<file path="src/rtl/spectrum_bar_decay.sv">
// Per-bin spectrum bar with gravity decay and peak-hold marker, one RAM read-modify-write per sample.
// Optional post-reset / on-demand RAM clear sweep enabled by defining SPC_BAR_CLEAR_EN.
module spectrum_bar_decay #(
   parameter int NUM_BINS    = 64,
   parameter int BIN_BITS    = 6,
   parameter int DECAY_STEP  = 2,
   parameter int HOLD_FRAMES = 16,
   parameter int HOLD_BITS   = 5
) (
   input  logic                Clock,
   input  logic                Reset,
`ifdef SPC_BAR_CLEAR_EN
   input  logic                Clear,
`endif
   input  logic                FrameStart,
   input  logic                InValid,
   input  logic [6:0]          InLevel,
   output logic                Busy,
   output logic                WrEn,
   output logic [BIN_BITS-1:0] WrAddr,
   output logic [6:0]          WrBar,
   output logic [6:0]          WrPeak,
   output logic                FrameDone,
   output logic                Overrun
);

   localparam logic [BIN_BITS-1:0] LAST_BIN = BIN_BITS'(NUM_BINS - 1);

   typedef struct packed {
      logic [6:0]           bar;
      logic [6:0]           peak;
      logic [HOLD_BITS-1:0] hold;
   } entry_t;

   typedef enum logic [1:0] {
      IDLE,
      READ,
      WRITE
`ifdef SPC_BAR_CLEAR_EN
      , CLEAR
`endif
   } state_t;

   state_t              state, state_nxt;
   logic [BIN_BITS-1:0] bin_cnt, lat_addr, rd_addr;
   logic [6:0]          lat_level;
   logic                fs_pend, overrun_q;
   logic                accept, clear_go, in_clear, clear_last;
   entry_t              rd_data, upd, res, wr_entry;
   logic [6:0]          bar_dec, peak_dec;

   entry_t mem [NUM_BINS];

`ifdef SPC_BAR_CLEAR_EN
   logic [BIN_BITS-1:0] clr_addr;
   logic                sweep_req;

   assign clear_go   = (state == IDLE) && (Clear || sweep_req);
   assign in_clear   = (state == CLEAR);
   assign clear_last = in_clear && (clr_addr == LAST_BIN);

   always_ff @(posedge Clock or posedge Reset) begin
      if (Reset) begin
         clr_addr  <= '0;
         sweep_req <= 1'b1;
      end else begin
         if (clear_go)
            sweep_req <= 1'b0;
         if (in_clear)
            clr_addr <= clr_addr + BIN_BITS'(1);
         else
            clr_addr <= '0;
      end
   end
`else
   assign clear_go   = 1'b0;
   assign in_clear   = 1'b0;
   assign clear_last = 1'b0;
`endif

   assign accept  = (state == IDLE) && InValid && !clear_go;
   // FrameStart coincident with InValid makes that very sample bin 0.
   assign rd_addr = FrameStart ? '0 : bin_cnt;

   always_ff @(posedge Clock or posedge Reset) begin
      if (Reset)
         state <= IDLE;
      else
         state <= state_nxt;
   end

   always_comb begin
      // NOTE: every always_comb output gets a default first so no path leaves it unassigned (no latch).
      state_nxt = state;
      case (state)
         IDLE: begin
`ifdef SPC_BAR_CLEAR_EN
            if (clear_go)
               state_nxt = CLEAR;
            else
`endif
            if (InValid)
               state_nxt = READ;
         end
         READ:  state_nxt = WRITE;
         WRITE: state_nxt = IDLE;
`ifdef SPC_BAR_CLEAR_EN
         CLEAR: if (clear_last) state_nxt = IDLE;
`endif
         default: state_nxt = IDLE;
      endcase
   end

   // Bar/peak update from the word read back for the latched bin.
   always_comb begin
      upd      = rd_data;
      bar_dec  = (rd_data.bar >= 7'(DECAY_STEP)) ? rd_data.bar - 7'(DECAY_STEP) : '0;
      peak_dec = (rd_data.peak != '0) ? rd_data.peak - 7'd1 : '0;
      if (lat_level >= rd_data.bar)
         upd.bar = lat_level;
      else
         upd.bar = (lat_level > bar_dec) ? lat_level : bar_dec;
      if (lat_level >= rd_data.peak) begin
         upd.peak = lat_level;
         upd.hold = HOLD_BITS'(HOLD_FRAMES);
      end else if (rd_data.hold != '0) begin
         upd.hold = rd_data.hold - HOLD_BITS'(1);
      end else begin
         upd.peak = (upd.bar > peak_dec) ? upd.bar : peak_dec;
         upd.hold = '0;
      end
   end

   always_ff @(posedge Clock or posedge Reset) begin
      if (Reset) begin
         // NOTE: sequential state uses non-blocking assignments so every register samples pre-edge values.
         bin_cnt   <= '0;
         lat_addr  <= '0;
         lat_level <= '0;
         fs_pend   <= 1'b0;
         overrun_q <= 1'b0;
         res       <= '0;
      end else begin
         if (accept) begin
            lat_addr  <= rd_addr;
            lat_level <= InLevel;
         end
         if (state == READ)
            res <= upd;
         if (InValid && ((state != IDLE) || clear_go))
            overrun_q <= 1'b1;

         // A FrameStart seen mid-transaction only takes effect once the in-flight write lands.
         if (state == WRITE) begin
            fs_pend <= 1'b0;
            if (FrameStart || fs_pend || (lat_addr == LAST_BIN))
               bin_cnt <= '0;
            else
               bin_cnt <= lat_addr + BIN_BITS'(1);
         end else if (clear_last) begin
            bin_cnt <= '0;
         end else if (state == READ) begin
            if (FrameStart)
               fs_pend <= 1'b1;
         end else if ((state == IDLE) && FrameStart && !accept) begin
            bin_cnt <= '0;
         end
      end
   end

   assign Busy      = (state != IDLE);
   assign WrEn      = (state == WRITE) || in_clear;
`ifdef SPC_BAR_CLEAR_EN
   assign WrAddr    = in_clear ? clr_addr : lat_addr;
`else
   assign WrAddr    = lat_addr;
`endif
   assign wr_entry  = in_clear ? '0 : res;
   assign WrBar     = wr_entry.bar;
   assign WrPeak    = wr_entry.peak;
   assign FrameDone = (state == WRITE) && (lat_addr == LAST_BIN);
   assign Overrun   = overrun_q;

   // NOTE: the state RAM has no reset; bar/peak history survives Reset by design.
   always_ff @(posedge Clock) begin
      if (WrEn)
         mem[WrAddr] <= wr_entry;
      if (accept)
         rd_data <= mem[rd_addr];
   end

endmodule

</file>
<file path="config.mk">
export PLATFORM = sky130hd
export DESIGN_NAME = spectrum_bar_decay
export DESIGN_NICKNAME = d
export VERILOG_FILES = /design/src/rtl/spectrum_bar_decay.sv
export SDC_FILE = /design/constraint.sdc
export NUM_CORES = 2
export LEC_CHECK = 0
export ABC_AREA = 0
export CAP_MARGIN = 25
export CORE_UTILIZATION = 40
export CTS_CLUSTER_SIZE = 20
export DETAILED_ROUTE_END_ITERATION = 8
export PLACE_DENSITY_LB_ADDON = 0.08
export SYNTH_ARGS = -nofsm -noshare
export SYNTH_HDL_FRONTEND = slang
export SYNTH_SLANG_ARGS = --single-unit
</file>
<file path="constraint.sdc">
create_clock -name Clock -period 4.7 [get_ports Clock]
set_clock_uncertainty 0.1 [all_clocks]
set_input_delay 0.47 -clock Clock [delete_from_list [all_inputs] [get_ports Clock]]
set_output_delay 0.47 -clock Clock [all_outputs]
set_load 0.05 [all_outputs]
</file>
Yosys cells after proc, flatten, opt, wreduce, memory -nomap -nowiden. Memories as Yosys holds them, arrays and structs flattened. A register that Yosys moved wholly into a read port is not among the register bits. Index checks and enable logic that the tools add are counted.

Output and inout bits: 24. Register bits: 42. RAM bits: 1216. Bits of input ports: 11. Word-level logic and storage cells: 61. Memories kept: 1.

Memories: mem (depth 64, bits a word 19, read ports 1, clocked after memory_dff 1, wr ports 1, RTL line 52) `entry_t mem [NUM_BINS];`.

Reductions and logical operators: 17. Multiplexer cells: 20. Equality and inequality tests: 5. Add/sub/neg operators: 4. Order comparisons: 5.

Operator list (count): 7-bit 2-to-1 mux (6); 6-bit 2-to-1 mux (5); 7-bit >= comparator (2); 7-bit greater-than comparator (2); 12-bit 2-to-1 mux (1); 2-bit nonzero test (4); 7-bit by 2-bit >= comparator with 1-bit output (second input constant) (1); 7-bit nonzero test (1); 7-bit by 1-bit subtractor with 7-bit output (second input constant) (1); 7-bit by 2-bit subtractor with 7-bit output (second input constant) (1); 6-bit by 1-bit adder with 6-bit output (second input constant) (1); 6-bit equality test (second input constant) (1); 1-bit logical AND (5); 1-bit 2-to-1 mux (5); 5-bit 2-to-1 mux (1); 5-bit nonzero test (1); 5-bit by 1-bit subtractor with 5-bit output (second input constant) (1); 2-bit != test (second input constant) (2); 2-bit case mux with 2 select lines (1); 2-bit AND reduction (2); 2-bit by 1-bit equality test with 1-bit output (second input constant) (1); 2-bit equality test (second input constant) (1); 2-bit logical NOT (1); 1-bit logical OR (2); 2 further kinds (2).

Depth between registers and ports, before layout.
Word-level depth: 9. Depth in mapped cells: 20. Depth with buffers taken out: 19.

Worst setup path after synthesis. Ideal clock, no wire load.

Path kind: reg-to-reg. From: reg, netlist name rd_data[13]. To: reg res (netlist bit WrPeak[5]). Data arrival time: 4.147 ns. Buffers on the path: 1. Slack: 0.321 ns. Cell stages (with the launch flop): 21. Required time: 4.468 ns. Setup time: 0.132 ns. Path through: edfxtp_1 > inv_1 > ha_1 > nand3_1 > nor4_2 > nor2_1 > inv_1 > ha_1 > a211oi_1 > nor2_1 > o31ai_1 > o211a_1 > buf_6 > mux2_1 > ha_1 > nor2b_1 > o211a_1 > o21ai_0 > a21oi_4 > a21bo_1 > o221ai_2.

RTL lines: end signal, assigned (RTL line 149) `res <= upd;`; end, declared (RTL line 49) `entry_t rd_data, upd, res, wr_entry;`.

==> impl_results.md <==
* Status: complete, no violations
* Pin count of the biggest net entering global routing at 132
* WL met3 at 10,300 um
* Hold_buf cts at 0
* Max Cap Viol at 0
* Synth top cells by count: 1,235 x edfxtp_1, 222 x a21oi_1, 172 x nor2_1, 171 x mux2i_1, 143 x o22ai_1
* Slew headroom at roughly a third
* Sequential cell area at around 0.038 mm^2
* CTS Buffer Depth at 3
* Initial drt markers at 3,204
* Largest delay contributor family on the critical path: compound AO/OA/AOI/OAI gates
* Fillers at 11,000
* Critical path endpoint category: flip-flop
* Most frequent cell after synthesis: edfxtp_1
* Met1 WL at 69,700 um
* Nets at 3,297
* Die Wd at between 300 and 400 um
* Design Area, Final at 0.0595 mm^2
* Core ar. at 0.128 mm^2
* Clock sink count at 1,277
* Routed Antenna Nets at 0
* P&R area growth vs syn at 15.0%
* Peak fanout along the critical path at 7
* Number of distinct library cells after synthesis at 70
* Syn Std Cell Area at 0.0518 mm^2
* Synthesized area per cell at 16.7 um^2
* Crit path kind: reg -> reg
* Final hold vios at 0
* Peak per-stage delay on the critical path at 0.45 ns
* CP Cell Sequence: inv_2 -> ha_2 -> nand3_2 -> nor4_4 -> buf_4 -> buf_4 -> nor2_4 -> inv_1 -> ha_1 -> nand3b_1 -> a21oi_1 -> o31ai_2 -> o211a_1 -> buf_12 -> mux2_4 -> ha_1 -> nand4_1 -> nor2_2 -> or4_4 -> a21oi_4 -> a21bo_1 -> o221ai_2
* HPWL after DPL at 97,000 um
* FMAX at 221 MHz
* Post-synth top area cell: edfxtp_1
* Clk_lat worst skew at 0.78 ns
* Htree depth at 4
* Metal2 WL at 73,700 um
* Worst EP arrival at slightly above 5 ns
* Vias in the first global route at slightly below 30,000
* Post-route worst setup slack at 0.168 ns
* Syn nets at roughly 3,200
* Slowest cell on the critical path: edfxtp_1
* Footprint of the multi-input gates at 0.0126 mm^2
* Clock Power Share at 32.1%
* Worst EP required at 5.29 ns
* First-pass GRT wire length at ~220,000 um
* Sw power at 0.0106 W
* DRC Markers at 0
* IO Count at 35
* Vias/cell at 5.82
* Final setup violation count at 0
* PortBufs at 34
* CTS Buf Count at ~140
* Post-layout minimum cycle time at approximately 4.5 ns
* Via count at 29,600
* Initial Utilization at 40.4%
* Leak pwr at ~18 nW
* Max Used Layer: met5
* Clock root cell: clkbuf_16
* Share of layout cells above drive strength 1 at 19.4%
* Place WS at -0.0941 ns
* Post-synth ARST share at around 3.3%
* EDFF count, synth at 1,235
* Worst Setup SP: rd_data[13]
* Prevailing post-synth register cell: edfxtp_1
* Routed wire length at 159,000 um
* Fin crit share at between 90% and 100%
* Slew Viols, Final at 0
* Switching share of power at between 30% and 40%
* Buf/Inv on CP at 5
* Rows at 131
* Tot GR Track Use at about a quarter
* Synth top area share at 71.6%
* Internal power at ~0.023 W
* RR Startpoint: rd_data[13]
* Slew @ Worst Pin at about 0.99 ns
* YS warnings at 0
* Final GP Congestion at roughly 0.87
* Cell Pwr Density at 564 mW/mm^2
* Synthesis-stage register bit count at 1,277
* DP Area at ~0.055 mm^2
* Synthesized instance count at about 3,100
* Flop pwr share at 45.2%
* CTS tree: done
* Peak supply drop at 0.409 mV
* Die Span Y at 362 um
* Routed len/inst at about 31 um
* Die area at roughly 0.13 mm^2
* Overflow after GRT at 0
* Seq/Total Area, Yosys at 73.7%
* 1st-pass router iterations at 8
* Worst Hold Class: in -> async
* CTS clk-pin slew, worst paths at around 0.060 ns
* Startpoint Class: flip-flop
* Top post-synthesis cells by area: edfxtp_1 72%, mux4_2 5.0%, mux2i_1 3.3%
* Logic pwr share at 22.7%
* Initial antenna violation count at 8
==> routing by layer <==
layer,global-route usage (%),up-vias
li1,-,12800
met1,34.9,15500
met2,37.6,1130
met3,4.01,222
met4,9.03,2
met5,0,-
==> power groups by stage <==
stage | logic [W] | registers, W | clock network, W
floorplan | 0.00379 | 0.0154 | 0
global placement | 0.00736 | 0.0155 | 0
detailed placement | 0.00743 | 0.0155 | 0
CTS | 0.00746 | 0.0152 | 0.0110
global route | 0.00810 | 0.0152 | 0.0114
finish | 0.00762 | 0.0152 | 0.0108
==> layout make-up <==
| class | count | share of cell area, % |
|---|---|---|
| well taps | 1729 | 3.63 |
| clock inverters | 83 | 1.20 |
| multi-input cells | 1560 | 21.1 |
| inverters | 48 | 0.303 |
| diodes | 2 | 0.00840 |
| clock buffers | 175 | 6.35 |
| flip-flops and latches | 1277 | 64.1 |
| repair buffers | 221 | 3.25 |
==> path summary, 6_finish.rpt <==
kind | endpoint | slack [ns] | depth (start not counted)
max | WrPeak[5] | 0.17 | 22
min | lat_level[6] | 0.08 | 3
max reg2reg | WrPeak[5] | 0.17 | 22
min reg2reg | Overrun | 0.35 | 1
max in group asynchronous | bin_cnt[1] | 3.89 | 3
min in group Clock | lat_level[2] | 0.22 | 2
==> kinds of logic after synthesis <==
group / Yosys count / share of synthesized area [%]
xor gates and xnor gates: 10 / 0.169
DFF: 1277 / 73.7
AOI/OAI and AO/OA: 715 / 9.32
adders and majority gates: 36 / 0.870
buffers and inverters: 272 / 2.59
muxes: 324 / 9.16
and+or+nand+nor: 475 / 4.24
==> cells in the final DEF (no fill, tap or decap), drive strengths merged, types with 53 or more instances in the layout <==
cell type,count
edfxtp,1235
o221ai,64
mux4,116
a211oi,89
clkinv,64
o22ai,143
o2bb2ai,53
nor2,175
buf,187
inv,53
mux2i,171
clkbuf,176
nand2,130
a21oi,223
==> flip-flops by register name, indices dropped and copies added, names as in the netlist <==
name and cells:
Overrun 1, lat_level 7, WrPeak 7, fs_pend 1, res 5, bin_cnt 6, mem 1216, rd_data 19
state 2, WrBar 7, WrAddr 6
==> stage by stage <==
step | hold slack [ns] | total power [W] | util, % | cells | TNS (ns)
after detailed placement | 0.345 | 0.0229 | 42.8 | 4826 | -0.456
after floorplan | 0.342 | 0.0192 | - | 3109 | 0
after global routing | 0.111 | 0.0348 | 46.5 | 5093 | -0.0262
after global placement | 0.345 | 0.0228 | 42.8 | 4826 | -0.562
final | 0.0791 | 0.0336 | 46.5 | 5095 | 0
after CTS | 0.0666 | 0.0337 | 46.4 | 5086 | 0
==> worst register-to-register path: cells and delay by family (launching register included) <==
kind / cells / cell delay, ns
and+or+nand+nor: 7 / 1.07
AOI/OAI and AO/OA: 6 / 1.19
DFF: 1 / 0.45
buffers and inverters: 5 / 0.58
adders and majority gates: 3 / 0.73
muxes: 1 / 0.32
==> what timing repair did <==
item / CTS / global route
gates cloned: 0 / 1
pin swaps: 1 / 5
resized for setup: 5 / 20
buffers inserted: 2 / 6
endpoints found under the setup margin: 6 / 7
(Power assumes the default switching activity.)
